===== config.mk =====
export PLATFORM = sky130hd
export DESIGN_NAME = lifo_drain_engine
export DESIGN_NICKNAME = d
export VERILOG_FILES = /design/src/rtl/lifo_pkg.sv /design/src/rtl/lifo_drain_engine.sv
export SDC_FILE = /design/constraint.sdc
export NUM_CORES = 1
export LEC_CHECK = 0
export ABC_AREA = 0
export CAP_MARGIN = 20
export CORE_ASPECT_RATIO = 0.75
export CORE_UTILIZATION = 35
export DETAILED_ROUTE_END_ITERATION = 10
export PLACE_DENSITY = 0.65
export SYNTH_ARGS = -nofsm -noshare
export SYNTH_HDL_FRONTEND = slang
export SYNTH_SLANG_ARGS = --single-unit
export TNS_END_PERCENT = 100

===== constraint.sdc =====
create_clock -name clk -period 2.45 [get_ports clk]
set_input_delay 0.735 -clock clk [delete_from_list [all_inputs] [get_ports clk]]
set_output_delay 0.735 -clock clk [all_outputs]
set_load 0.02 [all_outputs]

===== src/rtl/lifo_pkg.sv =====
// Types and default widths shared by the LIFO controller and its drain engine.
package lifo_pkg;

    localparam int LIFO_ADDR_WIDTH = 4;
    localparam int LIFO_DATA_WIDTH = 8;

    typedef enum logic [1:0] {
        IDLE   = 2'd0,
        LOAD   = 2'd1,
        HOLD   = 2'd2,
        FINISH = 2'd3
    } drain_state_t;

endpackage


===== src/rtl/lifo_drain_engine.sv =====
// Pops LIFO entries newest-first onto a valid/ready stream; first m_valid 2 cycles after start, 1 word/cycle.
// Backpressure: m_data/m_valid/m_last hold while m_ready is low and no pop is issued until the word is taken.
module lifo_drain_engine
    import lifo_pkg::*;
#(
    parameter int addr_width = LIFO_ADDR_WIDTH,
    parameter int data_width = LIFO_DATA_WIDTH
) (
    input  logic                  clk,
    input  logic                  reset_tmp,
    input  logic                  start,
    input  logic [addr_width:0]   count,
    input  logic                  lifo_empty,
    input  logic [data_width-1:0] lifo_rd_data,
    output logic                  lifo_pop,
    output logic [data_width-1:0] m_data,
    output logic                  m_valid,
    input  logic                  m_ready,
    output logic                  m_last,
    output logic                  busy,
    output logic                  done,
    output logic                  underrun,
    output logic [addr_width:0]   drained_count
);

    drain_state_t          state_q, state_d;
    logic [addr_width:0]   cnt_q, cnt_d;
    logic [addr_width:0]   drained_q, drained_d;
    logic [data_width-1:0] m_data_q, m_data_d;
    logic                  m_valid_q, m_valid_d;
    logic                  m_last_q, m_last_d;
    logic                  busy_q, busy_d;
    logic                  underrun_q, underrun_d;

    logic                  counted;
    logic [addr_width:0]   cnt_m1;
    logic [addr_width:0]   drained_inc;

    assign counted     = (cnt_q != '0);
    assign cnt_m1      = cnt_q - 1'b1;
    assign drained_inc = drained_q + 1'b1;

    always_comb begin
        state_d    = state_q;
        cnt_d      = cnt_q;
        drained_d  = drained_q;
        m_data_d   = m_data_q;
        m_valid_d  = m_valid_q;
        m_last_d   = m_last_q;
        busy_d     = busy_q;
        underrun_d = underrun_q;
        lifo_pop   = 1'b0;
        done       = 1'b0;

        case (state_q)
            IDLE: begin
                if (start) begin
                    cnt_d      = count;
                    drained_d  = '0;
                    underrun_d = 1'b0;
                    busy_d     = 1'b1;
                    state_d    = LOAD;
                end
            end
            LOAD: begin
                if (lifo_empty) begin
                    underrun_d = counted;
                    state_d    = FINISH;
                end else begin
                    m_data_d  = lifo_rd_data;
                    m_valid_d = 1'b1;
                    m_last_d  = counted && (drained_q == cnt_m1);
                    lifo_pop  = 1'b1;
                    state_d   = HOLD;
                end
            end
            HOLD: begin
                if (m_valid_q && m_ready) begin
                    drained_d = drained_inc;
                    if (counted && (drained_inc == cnt_q)) begin
                        m_valid_d = 1'b0;
                        m_last_d  = 1'b0;
                        state_d   = FINISH;
                    end else if (lifo_empty) begin
                        m_valid_d  = 1'b0;
                        m_last_d   = 1'b0;
                        underrun_d = counted;
                        state_d    = FINISH;
                    end else begin
                        // Last cycle's pop already advanced the pointer: rd_data is the new top.
                        m_data_d = lifo_rd_data;
                        m_last_d = counted && (drained_inc == cnt_m1);
                        lifo_pop = 1'b1;
                    end
                end
            end
            FINISH: begin
                done    = 1'b1;
                busy_d  = 1'b0;
                state_d = IDLE;
            end
            default: state_d = IDLE;
        endcase
    end

    always_ff @(posedge clk or posedge reset_tmp) begin
        if (reset_tmp) begin
            state_q    <= IDLE;
            cnt_q      <= '0;
            drained_q  <= '0;
            m_data_q   <= '0;
            m_valid_q  <= 1'b0;
            m_last_q   <= 1'b0;
            busy_q     <= 1'b0;
            underrun_q <= 1'b0;
        end else begin
            state_q    <= state_d;
            cnt_q      <= cnt_d;
            drained_q  <= drained_d;
            m_data_q   <= m_data_d;
            m_valid_q  <= m_valid_d;
            m_last_q   <= m_last_d;
            busy_q     <= busy_d;
            underrun_q <= underrun_d;
        end
    end

    assign m_data        = m_data_q;
    assign m_valid       = m_valid_q;
    assign m_last        = m_last_q;
    assign busy          = busy_q;
    assign underrun      = underrun_q;
    assign drained_count = drained_q;

endmodule


# Word level (Yosys, flattened, before mapping)

Index checks and enable logic that the tools add are counted.

Flip-flop bits (word level): 24
Output and inout bits: 19
Input port bits: 18
Logic and storage cells: 74

Equality and inequality tests: 11
Multiplexer cells: 35
Add/sub/neg operators: 2
Reductions and logical operators: 18

Operators by type and width:

| cell                | count |
|---|---|
| $mux 8              | 3 |
| $mux 1              | 18 |
| $pmux 8 s2          | 1 |
| $eq 5x5->1          | 3 |
| $reduce_and 3->1    | 4 |
| $mux 5              | 2 |
| $pmux 5 s2          | 1 |
| $mux 2              | 4 |
| $ne 2x2->1 const B  | 4 |
| $pmux 1 s2          | 4 |
| $pmux 2 s4          | 1 |
| $reduce_and 4->1    | 2 |
| $reduce_bool 2->1   | 3 |
| $add 5x1->5 const B | 1 |
| $reduce_bool 5->1   | 1 |
| $sub 5x1->5 const B | 1 |
| $eq 2x2->1 const B  | 2 |
| $logic_and 1x1->1   | 4 |
| $reduce_and 2->1    | 2 |
| $ne 3x3->1 const B  | 1 |
| $pmux 1 s3          | 1 |
| $reduce_bool 3->1   | 1 |
| $eq 2x1->1 const B  | 1 |
| $logic_not 2->1     | 1 |

# Depth between registers and ports, before layout

Word-level depth: 7
Gate-level depth with buffers: 9
Depth with buffers taken out: 8

# Worst setup path after synthesis

OpenSTA, ideal clock, no wires.

Path type: reg-to-output
Start point: register drained_q[0], in the netlist drained_count[0]
End point: output port lifo_pop
Stages on the path, launching flop included: 8
Required time: 1715 ps
Slack: -198 ps
Buffers on the path: 0
Arrival: 1913 ps
Cells stage by stage: dfrtp_1 -> ha_1 -> nand2b_1 -> a21o_1 -> a31oi_2 -> o211ai_1 -> a2bb2oi_1 -> nor2_1

Longest elaborated chain between the ends: 6

RTL lines:

| element                  | line                     | RTL |
|---|---|---|
| start: declaration       | lifo_drain_engine.sv:28  | `logic [addr_width:0] drained_q, drained_d;` |
| start signal: assignment | lifo_drain_engine.sv:119 | `drained_q <= drained_d;` |
| $add 5x1->5              | lifo_drain_engine.sv:41  | `assign drained_inc = drained_q + 1'b1;` |
| $eq 5x5->1               | lifo_drain_engine.sv:80  | `if (counted && (drained_inc == cnt_q)) begin` |
| $logic_and 1x1->1        | lifo_drain_engine.sv:80  |  |
| $mux 1                   | lifo_drain_engine.sv:80  |  |
| $mux 1                   | lifo_drain_engine.sv:78  | `if (m_valid_q && m_ready) begin` |
| $pmux 1 s2               | lifo_drain_engine.sv:55  | `case (state_q)` |
| end: declaration         | lifo_drain_engine.sv:15  | `output logic lifo_pop,` |

Every way passes these cells.

# Final worst setup path

Start point: register drained_q[1], in the netlist drained_count[1]
End point: output port lifo_pop

The elaborated chain is that of the path after synthesis.

==> impl_metrics.json <==
{
  "status": "finished, violations left",
  "violations": "setup timing",
  "ios": 37,
  "path_clk_slew_ns": 0.08,
  "start_util": 0.366,
  "fp.coreArea_sq_um": 4080,
  "track_usage": 0.185,
  "drc": 0,
  "rows": 20,
  "grt_pass1_vias": 1380,
  "ys_seq_area_frac": 0.402,
  "die_y_microns": 58.6,
  "p_switching_mw": 1.29,
  "fin_worst_skew_ns": 0.000810,
  "drtAntennaViolNets": 0,
  "dieArea_sq_um": 4540,
  "final_cell_area_sq_um": 2270,
  "wirelength_microns": 3830,
  "drt_iter0_drc": 68,
  "critPathBufInv": 1,
  "postSynthNetCount": 167,
  "cp_slowest_cell": "dfrtp_2",
  "cts_sinks": 24,
  "tightest_slew_ns": 0.665,
  "hp-class": "flip-flop to flip-flop",
  "finalSetupViolations": 1,
  "max_freq_ghz": 0.383,
  "crit_arrival_ns": 1.88,
  "vias_per_cell": 5.01,
  "p_leak_nw": 1.02,
  "antenna_found_initial": 0,
  "synth_cells": 143,
  "port_buffers": 36,
  "netlist_area_sq_um": 1490,
  "die_width_microns": 77.4,
  "synth.distinct_cells": 40,
  "cts_buffers": 3,
  "hold_viol": 0,
  "crit_path_max_fanout": 3,
  "rsz0062_at_grt": "yes",
  "cts.htree.levels": 1,
  "grt_overflow": 0,
  "grt_pass1_wl_microns": 6510,
  "ctsLongestPathBuffers": 2,
  "finalMaxSlewViolations": 0,
  "met1_length_microns": 1820,
  "crit_family": "compound AO/OA/AOI/OAI gates",
  "ys_warn_count": 0,
  "p_total_mw": 3.11,
  "globalplace.congestion": 0.852,
  "p_int_mw": 1.83,
  "met3_length_microns": 124,
  "p_seq_frac": 0.241,
  "tritoncts": "done",
  "setup.worst_path.end_class": "output pin",
  "synth-edff-count": 0,
  "crit_required_ns": 1.71,
  "stdcell_count": 265,
  "drive_gt1_frac": 0.310,
  "peakVddDrop_uv": 517,
  "finalWorstSetupSlack_ns": -0.164,
  "finalCriticalPeriod_ns": 2.61,
  "synth_ff_type": "dfrtp_1",
  "wl_per_cell_microns": 14.4,
  "synthArstFlopShare": 1.00,
  "vias": 1328,
  "finalNetCount": 235,
  "area_growth_pct": 51.7,
  "critPathMaxStageDelay_ns": 0.44,
  "grt_max_degree": 25,
  "clkPwrFrac": 0.087,
  "insertion_delay_ns": 0.27,
  "fin_crit_sh": 1.07,
  "placed_cells": 258,
  "worstSetupPathType": "flip-flop to output pin",
  "maxSlewHeadroom": 0.552,
  "pwr_density_cell_nw_per_um2": 1370,
  "top_layer": "met4",
  "fin_util": 0.556,
  "placed_cell_area_sq_um": 2130,
  "swShare": 0.413,
  "diodes": 0,
  "start_kind": "flip-flop",
  "firstDrtPassIters": 4,
  "cap_violations": 0,
  "wl_met2_microns": 1820,
  "pwr-share-comb": 0.672,
  "path_cells": "ha_4 -> nand2b_4 -> a21o_1 -> a31oi_2 -> o211ai_1 -> a2bb2oi_2 -> nor2_2 -> buf_6",
  "cts_root_buffer": "clkbuf_8",
  "holdBufCountCts": 0,
  "synth-seq-cells": 24,
  "fin_tns_setup_ns": -0.164,
  "place.detailed.hpwl_microns": 2970,
  "postSynthAreaPerCell_sq_um": 10.4
}
[worst register-to-register path, stage by stage (launching register included)]
cell and delay (ns):
dfrtp_2 0.44, ha_4 0.17, nand2b_4 0.13, a21o_1 0.16, a31oi_2 0.16, nor2_1 0.08
a2111o_1 0.40, buf_4 0.19, mux2_4 0.31
[synthesized netlist by cell type (3+ instances only)]
library cell | number | area [sq um]
dfrtp_1 | 24 | 601
nand2_1 | 11 | 41.3
inv_1 | 8 | 30.0
mux2_4 | 8 | 120
nor2_1 | 8 | 30.0
o21ai_0 | 8 | 40.0
ha_1 | 6 | 75.1
nand3_1 | 6 | 30.0
xnor2_1 | 6 | 52.6
mux2_2 | 5 | 56.3
xor2_1 | 5 | 43.8
nand2b_1 | 4 | 25.0
nor3_1 | 4 | 20.0
a21o_1 | 3 | 22.5
a21oi_1 | 3 | 15.0
nor2b_1 | 3 | 18.8
[stage by stage]
step                      worst slack [ns]  hold WS [ns]
final                               -0.164         0.486
after global routing                -0.223         0.527
after CTS                           -0.161         0.494
after detailed placement            -0.489         0.474
after global placement              -0.460         0.461
after floorplan                  -0.000313         0.525
[placed cells by master (no fill, tap or decap), types with 2 or more instances in the layout]
cell type	instances
a22o_1	2
mux2i_1	2
a21oi_1	3
dfrtp_1	20
nand2b_1	3
xnor2_2	3
inv_1	8
o21ai_0	8
o211ai_1	2
nand3_1	5
mux2_2	5
ha_1	4
nor3b_1	2
nor2_1	7
clkbuf_8	4
a21o_1	3
nor3_1	3
nand2_1	11
buf_4	29
clkdlybuf4s50_1	35
mux2_4	8
buf_6	3
xor2_1	5
nor2b_1	3
o21a_1	2
and2_1	2
xnor2_1	4
dfrtp_2	4
[path summary, 6_finish.rpt]
check | from | endpoint | slack (ns) | cells after the start
worst min register to register | busy | busy | 0.49 | 2
worst max-delay path | drained_count[1] | lifo_pop | -0.16 | 8
min in group asynchronous | reset_tmp | m_data[6] | 0.81 | 3
worst max register to register | drained_count[1] | m_data[2] | 0.29 | 8
max in group asynchronous | reset_tmp | drained_count[1] | 1.38 | 3
worst min-delay path | busy | busy | 0.49 | 2
[per-layer routing]
| metal | track usage | vias to the layer above |
|---|---|---|
| met5 | 0 | - |
| met4 | 0.0539 | 0 |
| met3 | 0.0372 | 6 |
| met2 | 0.293 | 30 |
| met1 | 0.257 | 652 |
| li1 | - | 640 |
[flip-flops by register name (all words and copies together), names as in the netlist]
signal         cells
underrun           1
cnt_q              5
m_data             8
state_q            2
m_last             1
busy               1
drained_count      5
m_valid            1
[cell families (layout without fill, tap and decap cells)]
group	after synthesis	count (layout)	synth area share
xor gates and xnor gates	12	12	0.0754
muxes	16	16	0.139
adders and majority gates	6	6	0.0502
AOI/OAI and AO/OA	29	29	0.138
DFF	24	24	0.402
and+or+nand+nor	44	44	0.154
buffers and inverters	12	79	0.0410
[power by group through the flow]
| stage | logic, mW | clock network (mW) | registers [mW] |
|---|---|---|---|
| 2_1_floorplan | 1.11 | 0 | 0.863 |
| 3_3_place_gp | 1.93 | 0 | 0.725 |
| 3_5_place_dp | 1.98 | 0 | 0.738 |
| 4_1_cts | 2.07 | 0.281 | 0.748 |
| 5_1_grt | 2.26 | 0.296 | 0.776 |
| 6_report | 2.09 | 0.270 | 0.751 |
[cell type report]
cell class,instances,area (sq um)
Fill cell,342,1810
Clock buffer,4,55.1
Inverter,8,30.0
Tap cell,55,68.8
Timing Repair Buffer,67,602
Sequential cell,24,606
Multi-Input combinational cell,107,905
[what timing repair did]
item / 4_1_cts / 5_1_grt
gates cloned: 0 / 0
setup endpoints to repair: 1 / 1
setup buffers: 3 / 0
resized for setup: 14 / 4
pin swaps: 8 / 3
endpoints found under the hold margin: 0 / 0
Power figures use the tool's default switching activity.
==> RTL edit: new RTL, config.mk and constraints unchanged <==
Encoding of `drain_state_t`: now one-hot (4 bits for 4 states).
--- a/src/rtl/lifo_pkg.sv
+++ b/src/rtl/lifo_pkg.sv
@@ -5,9 +5,9 @@
     localparam int LIFO_DATA_WIDTH = 8;
 
-    typedef enum logic [1:0] {
-        IDLE   = 2'd0,
-        LOAD   = 2'd1,
-        HOLD   = 2'd2,
-        FINISH = 2'd3
+    typedef enum logic [3:0] {
+        IDLE   = 4'b0001,
+        LOAD   = 4'b0010,
+        HOLD   = 4'b0100,
+        FINISH = 4'b1000
     } drain_state_t;
 
Function: same outputs for any inputs over 10 cycles, from zero or initial values and one cycle with reset_tmp high; not proved beyond that.
==> RTL edit against the original RTL <==
The flow still finishes with violations (negative setup slack). Synthesized area is 5.1% higher. Final area is 3.1% higher. Combinational power is 38% lower. Fmax is 0.64% higher. Setup slack better by 0.017 ns. Wire length is 4.2% higher. Total power is 26% lower. Sequential cell count is 2 higher. Critical endpoint unchanged.
==> RTL edit: results <==
metrics = {
    "sta": {
        "setup_slack_ns": -0.148,
        "setup_violations": 1,
        "timing.hold.ws_ns": 0.515,
        "worstMarginPinSlew_ns": 0.379,
        "fin_skew_ns": 0.00585,
    },
    "clock_tree": {
        "cts_resized": 7,
    },
    "critical_path": {
        "worstPathMaxFanout": 2,
        "ff2ff_path_depth": 7,
        "timing.rr.start": "drained_count[0]",
        "rrSetupSlack_ns": 0.40,
        "regToRegEndpoint": "m_data[3]",
        "cp_data_arrival_time_ns": 1.86,
    },
    "detailed_routing": {
        "wl_per_cell_um": 14.8,
    },
    "synth": {
        "syn-num-nets": 159,
        "ys_top_cells_by_count": "dfrtp_1, nand2_1, nor2_1",
        "synth_top_cell_area_share_pct": 39.8,
        "synth_area_leaders": "dfrtp_1, mux2_4, xnor2_1",
    },
    "power_and_ir_drop": {
        "vdd_drop_max_v": 0.000474,
        "total_leakage_power_nw": 1.04,
    },
    "hold_path": {
        "holdPathStages": 2,
    },
    "global_routing": {
        "grt_pass1_vias": 1362,
        "grtUsageMet1_pct": 26.7,
        "grtUsageMet3_pct": 3.66,
        "gr-usage-met2_pct": 30.4,
        "grt.total_usage_pct": 19.0,
    },
    "final_layout": {
        "fill_cells": 347,
    },
    "place": {
        "gp_congestion": 0.830,
        "dp_slack_ns": -0.541,
        "place_hpwl_um": 3140,
    },
    "status": {
        "outcome": "complete, but fails checks",
        "failed_checks": "negative setup slack",
    },
}
-- RTL edit: changes by cell type after synthesis, sizes merged, moves of 3 or more --
cell,change
a21o,-3
ha,-4
inv,-4
mux2,-3
nor2,+3
nor4b,+3
xor2,+3
-- RTL edit: area by class of cell --
class	count	area share [%]
inverters	4	0.643
clock buffers	4	2.36
repair buffers	76	28.0
multi-input cells	104	38.0
flip-flops and latches	26	28.0
well taps	55	2.95
-- RTL edit: per-stage QoR --
| stage | setup TNS [ns] | cells | utilization [%] | total power [mW] | cell area (um^2) |
|---|---|---|---|---|---|
| after floorplan | 0 | 139 | - | 1.44 | 1590 |
| after global placement | -0.529 | 265 | 54.2 | 1.95 | 2260 |
| after detailed placement | -0.541 | 265 | 54.2 | 2.00 | 2260 |
| after CTS | -0.195 | 269 | 55.7 | 2.30 | 2330 |
| after global routing | -0.226 | 269 | 55.9 | 2.45 | 2340 |
| final | -0.148 | 269 | 55.9 | 2.29 | 2340 |
-- RTL edit: cell families (layout without fill, tap and decap cells) --
kind of cell,count (synthesis),in the layout,synth area share (%)
and+or+nand+nor,51,51,21.2
DFF,26,26,41.5
AOI/OAI and AO/OA,24,24,12.8
xor gates and xnor gates,16,16,8.92
muxes,11,11,9.80
buffers and inverters,9,84,4.14
adders and majority gates,2,2,1.59
-- RTL edit: where the power goes --
part | switching (mW) | total, mW | internal (mW)
Combinational | 0.583 | 1.29 | 0.705
Sequential | 0.141 | 0.721 | 0.580
Clock | 0.140 | 0.284 | 0.144
Total | 0.864 | 2.29 | 1.43
-- RTL edit: layer usage --
layer | vias to the layer above | wire length, um
li1 | 651 | -
met2 | 21 | 1850
met5 | - | 0
met1 | 623 | 2010
met3 | 2 | 109
met4 | 0 | 14
